$ cat config.mk
export PLATFORM = sky130hd
export DESIGN_NAME = cursor_overlay_flat
export DESIGN_NICKNAME = d
export VERILOG_FILES = /design/src/rtl/cursor_overlay_if.sv /design/src/rtl/cursor_overlay.sv /design/src/flat_wrapper.sv
export SDC_FILE = /design/constraint.sdc
export NUM_CORES = 1
export LEC_CHECK = 0
export ABC_CLOCK_PERIOD_IN_PS = 2790
export CAP_MARGIN = 20
export CORE_ASPECT_RATIO = 0.8
export CORE_MARGIN = 2
export CORE_UTILIZATION = 50
export DETAILED_ROUTE_END_ITERATION = 10
export PLACE_DENSITY = 0.79
export SLEW_MARGIN = 10
export SYNTH_ARGS = -nofsm -noshare
export SYNTH_HDL_FRONTEND = slang
export SYNTH_SLANG_ARGS = --single-unit
$ cat constraint.sdc
create_clock -name clk -period 2.79 [get_ports clk]
set_clock_uncertainty 0.1 [all_clocks]
set_input_delay 0.4185 -clock clk [delete_from_list [all_inputs] [get_ports clk]]
set_output_delay 0.4185 -clock clk [all_outputs]
set_load 0.02 [all_outputs]
$ cat src/rtl/cursor_overlay_if.sv
// Video pixel stream bundle for the cursor overlay: raster/background in, composited pixel out.
interface cursor_overlay_if #(
  parameter int unsigned CRD_W   = 11,
  parameter int unsigned COLOR_W = 12
);
  logic               frame_start;
  logic               in_valid;
  logic [CRD_W-1:0]   hcount;
  logic [CRD_W-1:0]   vcount;
  logic [COLOR_W-1:0] rgb_in;
  logic               out_valid;
  logic [COLOR_W-1:0] rgb_out;
  logic               cursor_hit;

  modport master (
    output frame_start, in_valid, hcount, vcount, rgb_in,
    input  out_valid, rgb_out, cursor_hit
  );

  modport slave (
    input  frame_start, in_valid, hcount, vcount, rgb_in,
    output out_valid, rgb_out, cursor_hit
  );
endinterface

$ cat src/rtl/cursor_overlay.sv
// Composites a 16x16 ROM cursor bitmap over the raster stream with a fixed 2-clock latency.
// Cursor position/enable are latched per frame so the cursor never tears mid-frame.
module cursor_overlay #(
  parameter int unsigned        CRD_W            = 11,
  parameter int unsigned        COLOR_W          = 12,
  parameter int unsigned        H_ACTIVE         = 640,
  parameter int unsigned        V_ACTIVE         = 480,
  parameter logic [COLOR_W-1:0] CONTOUR_COLOR    = 12'h000,
  parameter logic [COLOR_W-1:0] FILL_COLOR       = 12'hFFF,
  parameter bit                 FILL_TRANSPARENT = 1'b0
) (
  input  logic              clk,
  input  logic              rst,
  input  logic              cursor_en,
  input  logic              pos_valid,
  input  logic [CRD_W-1:0]  pos_x,
  input  logic [CRD_W-1:0]  pos_y,
  cursor_overlay_if.slave   vid,
  output logic [3:0]        rom_x,
  output logic [3:0]        rom_y,
  input  logic [1:0]        rom_data
);

  typedef enum logic [1:0] {
    PX_CLEAR   = 2'b00,
    PX_CONTOUR = 2'b01,
    PX_FILL    = 2'b10,
    PX_RSVD    = 2'b11
  } px_code_e;

  localparam logic [CRD_W-1:0] X_MAX = CRD_W'(H_ACTIVE - 1);
  localparam logic [CRD_W-1:0] Y_MAX = CRD_W'(V_ACTIVE - 1);
  localparam logic [CRD_W:0]   WIN   = (CRD_W+1)'(16);

  logic [CRD_W-1:0]   pend_x_q, pend_y_q;
  logic [CRD_W-1:0]   act_x_q, act_y_q;
  logic               act_en_q, dirty_q;
  logic               valid1_q, hit1_q;
  logic [COLOR_W-1:0] rgb1_q;
  logic               out_valid_q, cursor_hit_q;
  logic [COLOR_W-1:0] rgb_out_q, rgb_out_d;

  logic [CRD_W-1:0]   clamp_x, clamp_y;
  logic [CRD_W:0]     hx, vy, ax, ay;
  logic [3:0]         dx, dy;
  logic               hit0;

  always_comb begin
    clamp_x = (pos_x > X_MAX) ? X_MAX : pos_x;
    clamp_y = (pos_y > Y_MAX) ? Y_MAX : pos_y;
    // One extra bit so the window's right/bottom edge never wraps near the clamp limit
    hx   = {1'b0, vid.hcount};
    vy   = {1'b0, vid.vcount};
    ax   = {1'b0, act_x_q};
    ay   = {1'b0, act_y_q};
    hit0 = act_en_q & vid.in_valid &
           (hx >= ax) & (hx < ax + WIN) &
           (vy >= ay) & (vy < ay + WIN);
    dx    = vid.hcount[3:0] - act_x_q[3:0];
    dy    = vid.vcount[3:0] - act_y_q[3:0];
    rom_x = hit0 ? dx : '0;
    rom_y = hit0 ? dy : '0;
  end

  always_comb begin
    rgb_out_d = rgb1_q;
    if (hit1_q) begin
      unique case (px_code_e'(rom_data))
        PX_CONTOUR: rgb_out_d = CONTOUR_COLOR;
        PX_FILL:    rgb_out_d = FILL_TRANSPARENT ? rgb1_q : FILL_COLOR;
        PX_CLEAR,
        PX_RSVD:    rgb_out_d = rgb1_q;
      endcase
    end
    if (!valid1_q) rgb_out_d = '0;
  end

  always_ff @(posedge clk) begin
    if (rst) begin
      pend_x_q     <= '0;
      pend_y_q     <= '0;
      act_x_q      <= '0;
      act_y_q      <= '0;
      act_en_q     <= 1'b0;
      dirty_q      <= 1'b0;
      valid1_q     <= 1'b0;
      hit1_q       <= 1'b0;
      rgb1_q       <= '0;
      out_valid_q  <= 1'b0;
      cursor_hit_q <= 1'b0;
      rgb_out_q    <= '0;
    end else begin
      if (pos_valid) begin
        pend_x_q <= clamp_x;
        pend_y_q <= clamp_y;
      end
      // A position arriving with frame_start bypasses pending and applies this frame
      if (vid.frame_start) begin
        act_en_q <= cursor_en;
        dirty_q  <= 1'b0;
        if (pos_valid) begin
          act_x_q <= clamp_x;
          act_y_q <= clamp_y;
        end else if (dirty_q) begin
          act_x_q <= pend_x_q;
          act_y_q <= pend_y_q;
        end
      end else if (pos_valid) begin
        dirty_q <= 1'b1;
      end
      valid1_q     <= vid.in_valid;
      hit1_q       <= hit0;
      rgb1_q       <= vid.rgb_in;
      out_valid_q  <= valid1_q;
      cursor_hit_q <= hit1_q & valid1_q;
      rgb_out_q    <= rgb_out_d;
    end
  end

  assign vid.out_valid  = out_valid_q;
  assign vid.cursor_hit = cursor_hit_q;
  assign vid.rgb_out    = rgb_out_q;

endmodule

$ cat src/flat_wrapper.sv
// flat-port wrapper written by rule: the top's interface ports become plain ports
module cursor_overlay_flat 
#(
  parameter int unsigned        CRD_W            = 11,
  parameter int unsigned        COLOR_W          = 12,
  parameter int unsigned        H_ACTIVE         = 640,
  parameter int unsigned        V_ACTIVE         = 480,
  parameter logic [COLOR_W-1:0] CONTOUR_COLOR    = 12'h000,
  parameter logic [COLOR_W-1:0] FILL_COLOR       = 12'hFFF,
  parameter bit                 FILL_TRANSPARENT = 1'b0
)
  (clk, rst, cursor_en, pos_valid, pos_x, pos_y, rom_x, rom_y, rom_data, vid_frame_start, vid_in_valid, vid_hcount, vid_vcount, vid_rgb_in, vid_out_valid, vid_rgb_out, vid_cursor_hit);
  cursor_overlay_if #(.CRD_W(CRD_W), .COLOR_W(COLOR_W)) vid_i ();
  input  logic clk;
  input  logic rst;
  input  logic cursor_en;
  input  logic pos_valid;
  input  logic [CRD_W-1:0] pos_x;
  input  logic [CRD_W-1:0] pos_y;
  output logic [3:0] rom_x;
  output logic [3:0] rom_y;
  input  logic [1:0] rom_data;
  input wire logic [$bits(vid_i.frame_start)-1:0] vid_frame_start;
  input wire logic [$bits(vid_i.in_valid)-1:0] vid_in_valid;
  input wire logic [$bits(vid_i.hcount)-1:0] vid_hcount;
  input wire logic [$bits(vid_i.vcount)-1:0] vid_vcount;
  input wire logic [$bits(vid_i.rgb_in)-1:0] vid_rgb_in;
  output wire logic [$bits(vid_i.out_valid)-1:0] vid_out_valid;
  output wire logic [$bits(vid_i.rgb_out)-1:0] vid_rgb_out;
  output wire logic [$bits(vid_i.cursor_hit)-1:0] vid_cursor_hit;
  assign vid_i.frame_start = vid_frame_start;
  assign vid_i.in_valid = vid_in_valid;
  assign vid_i.hcount = vid_hcount;
  assign vid_i.vcount = vid_vcount;
  assign vid_i.rgb_in = vid_rgb_in;
  assign vid_out_valid = vid_i.out_valid;
  assign vid_rgb_out = vid_i.rgb_out;
  assign vid_cursor_hit = vid_i.cursor_hit;
  cursor_overlay #(.CRD_W(CRD_W), .COLOR_W(COLOR_W), .H_ACTIVE(H_ACTIVE), .V_ACTIVE(V_ACTIVE), .CONTOUR_COLOR(CONTOUR_COLOR), .FILL_COLOR(FILL_COLOR), .FILL_TRANSPARENT(FILL_TRANSPARENT)) u_core (.clk(clk), .rst(rst), .cursor_en(cursor_en), .pos_valid(pos_valid), .pos_x(pos_x), .pos_y(pos_y), .vid(vid_i), .rom_x(rom_x), .rom_y(rom_y), .rom_data(rom_data));
endmodule
==> results.sh <==
export IMPL_power_mw=2.54
export IMPL_path_cells="clkdlybuf4s50_1, ha_1, a21oi_1, a2111oi_4, o211ai_1, o211ai_1, buf_4, nor3_2, buf_4"
export IMPL_ys_seq_elements=74
export IMPL_fmax_mhz=331
export IMPL_die_h_um=80.3
export IMPL_final_hold_viol_count=0
export IMPL_drt_wl_total_um=10100
export IMPL_finalMaxSlewViolations=0
export IMPL_setup_violations=8
export IMPL_final_common_cell="clkdlybuf4s50_1"
export IMPL_clock_sinks=74
export IMPL_clock_path_buffers=2
export IMPL_tightest_slew_ns=0.594
export IMPL_ff2ff_path_depth=10
export IMPL_crit_family="buffers and inverters"
export IMPL_cap_violations=0
export IMPL_cp_arrival_ns=2.50
export IMPL_drt_pass1_iter_count=4
export IMPL_area_growth_pct=47.4
export IMPL_ir_drop_mv=0.412
export IMPL_hold_ws_ns=0.342
export IMPL_yosys_area_share_simple=0.180
export IMPL_htreeDepth=3
export IMPL_grt_max_degree=61
export IMPL_rr_endpoint="u_core.hit1_q"
export IMPL_power_density_mw_per_mm2=473
export IMPL_synth_top_family_by_area="simple AND/OR/NAND/NOR gates"
export IMPL_drt_iter0_markers=177
export IMPL_io_buffers=85
export IMPL_hp_start="u_core.rgb1_q[5]"
export IMPL_synth_enable_flop_cells=0
export IMPL_async_flop_share=0
export IMPL_dpl_instance_area_mm2=0.00481
export IMPL_criticalPathCategory="input pin to output port"
export IMPL_start_util=0.523
export IMPL_dieWidth_um=99.4
export IMPL_synth_main_ff_cell="dfxtp_1"
export IMPL_numCtsBuffers=9
export IMPL_finalCritPeriodShare=1.08
export IMPL_std_cell_rows=27
export IMPL_diodes=0
export IMPL_drc=0
export IMPL_regToRegStartpoint="u_core.act_y_q[4]"
export IMPL_period_needed_ns=3.02
export IMPL_grt_pass1_wl_um=15500
export IMPL_holdPathEnd="u_core.vid.rgb_out[5]"
export IMPL_grt_total_usage=0.248
export IMPL_io_pins=86
export IMPL_cts_root_buf="clkbuf_8"
export IMPL_drive_gt1_frac=0.235
export IMPL_routabilityCongestion=0.923
export IMPL_grt_ovfl_total=0
export IMPL_cp_required_ns=2.27
export IMPL_avgSynthCellArea_um2=8.63
export IMPL_r2r_slack_ns=0.59
export IMPL_coreArea_mm2=0.00696
export IMPL_synthAdderAreaFrac=0.148
export IMPL_hp_class="register to register"
export IMPL_nets=650
export IMPL_ys_types=41
export IMPL_min_path_cells=2
export IMPL_synth_mux_area_frac=0.00275
export IMPL_dieArea_mm2=0.00799
export IMPL_yosysSeqAreaShare=0.407
export IMPL_mappedNetlistArea_mm2=0.00364
export IMPL_final_cell_mix="clkdlybuf4s50_1, dfxtp_1, buf_4, nor2_1, nand2_1"
export IMPL_wire_per_inst_um=15.9
export IMPL_cts_tree="yes"
export IMPL_maxSlewHeadroom=0.604
export IMPL_worst_slack_ns=-0.231
export IMPL_p_leak_nw=2.14
export IMPL_viasPerCell=5.57
export IMPL_vias=3543
export IMPL_final_cell_area_mm2=0.00537
export IMPL_clk_latency_ns=0.36
export IMPL_critical_path_slowest_cell="clkdlybuf4s50_1"
export IMPL_grt_setup_unrepaired="yes"
export IMPL_worst_setup_path_end_kind="output port"
export IMPL_ys_warn_count=0
export IMPL_grt_pass1_vias=3346
export IMPL_path_max_fanout=5
export IMPL_drtAntennaViolNets=0
export IMPL_slowest_delay_ns=0.43
export IMPL_synth_compound_area_share=0.172
export IMPL_antenna_found_initial=0
export IMPL_start_kind="input pin"
export IMPL_synth_nets=528
export IMPL_cp_buffers_inverters=3
export IMPL_outcome="finished, violations left"
export IMPL_syn_inst=422
export IMPL_dp_hpwl_um=6860
export IMPL_clk_pin_slew_ns=0.09
export IMPL_synth_xor_area_frac=0.0337
export IMPL_violations="negative setup slack"
## worst max-delay path by stage
stage / startpoint / endpoint / slack [ns] / depth (start not counted)
2_1_floorplan: u_core.act_y_q[6] / rom_x[3] / 0.04 / 9
4_1_cts: u_core.act_y_q[6] / rom_x[3] / -0.20 / 11
3_5_place_dp: vid_hcount[0] / rom_x[3] / -0.80 / 12
3_3_place_gp: vid_hcount[0] / rom_x[3] / -0.69 / 12
6_report: vid_hcount[3] / rom_x[2] / -0.23 / 9
5_1_grt: u_core.act_x_q[4] / rom_y[3] / -0.36 / 11
## cell type report
type,instances,area [um2]
Clock inverter,7,83.8
Multi-Input combinational cell,294,2250
Timing Repair Buffer,129,1160
Tap cell,87,109
Clock buffer,9,124
Inverter,36,135
Fill cell,476,1590
Sequential cell,74,1500
## power by group
| group | internal (mW) | switching (mW) | total [mW] |
|---|---|---|---|
| clock network | 0.430 | 0.434 | 0.864 |
| logic | 0.274 | 0.264 | 0.538 |
| registers | 1.11 | 0.0288 | 1.14 |
## repair_timing
action	in CTS	in global routing
pin swaps	9	20
gates cloned	1	0
hold buffers	0	0
endpoints found under the setup margin	8	8
buffers inserted	4	1
resized for setup	93	33
## metal layers
layer  routed length (um)  up-vias  global-route usage
met5                    0        -                   0
met4                  274        0               0.105
met3                  640       25              0.0531
met2                 4660      129               0.391
met1                 4510     1663               0.331
li1                     -     1726                   -
## stage by stage
step,setup TNS (ns),std cells,utilization,setup slack [ns]
floorplan,0,422,-,0.0361
global placement,-5.45,614,0.692,-0.686
detailed placement,-6.10,614,0.692,-0.803
CTS,-1.18,635,0.747,-0.200
global route,-2.70,636,0.771,-0.356
finish,-1.56,636,0.771,-0.231
## worst register-to-register path, stage by stage (launching register included)
cell and delay, ns:
dfxtp_2 0.35, buf_4 0.13, inv_1 0.04, ha_1 0.35, nand4_1 0.17, o21ai_0 0.26, a31o_2 0.20, o32ai_2 0.09
buf_4 0.18, buf_4 0.13, nor3_1 0.15
## logic make-up (layout without fill, tap and decap cells)
| kind of cell | after synthesis | count (layout) |
|---|---|---|
| compound gates | 102 | 102 |
| xor+xnor | 14 | 14 |
| fa+ha+maj | 42 | 42 |
| buf+inv | 54 | 181 |
| flops | 74 | 74 |
| mux | 1 | 1 |
| simple gates | 135 | 135 |
## flip-flops by register name (all words and copies together), names as in the netlist
| name | cells |
|---|---|
| u_core.rgb1_q | 12 |
| u_core.vid.rgb_out | 12 |
| u_core.act_x_q | 11 |
| u_core.act_y_q | 11 |
| u_core.pend_x_q | 11 |
| u_core.pend_y_q | 11 |
| u_core.act_en_q | 1 |
| u_core.dirty_q | 1 |
| u_core.hit1_q | 1 |
| u_core.valid1_q | 1 |
| u_core.vid.cursor_hit | 1 |
| u_core.vid.out_valid | 1 |
## synth_stat cells, drive strengths merged (3+ instances only)
| library cell | number | share of area |
|---|---|---|
| dfxtp | 74 | 0.41 |
| ha | 40 | 0.14 |
| inv | 36 | 0.037 |
| nand2 | 35 | 0.036 |
| nor2 | 35 | 0.036 |
| a21oi | 34 | 0.047 |
| nor2b | 24 | 0.041 |
| o21ai | 19 | 0.026 |
| clkbuf | 16 | 0.016 |
| o22ai | 16 | 0.027 |
| xnor2 | 13 | 0.031 |
| a211oi | 11 | 0.023 |
| nor3 | 11 | 0.015 |
| nand3 | 10 | 0.014 |
| nand4 | 5 | 0.0086 |
| o221ai | 5 | 0.012 |
| a21o | 3 | 0.0062 |
| a31oi | 3 | 0.0052 |
| and3 | 3 | 0.0052 |
| nand3b | 3 | 0.0062 |
| nor3b | 3 | 0.0062 |
| o211ai | 3 | 0.0062 |
Note: power is estimated with default switching activity, not from simulation.
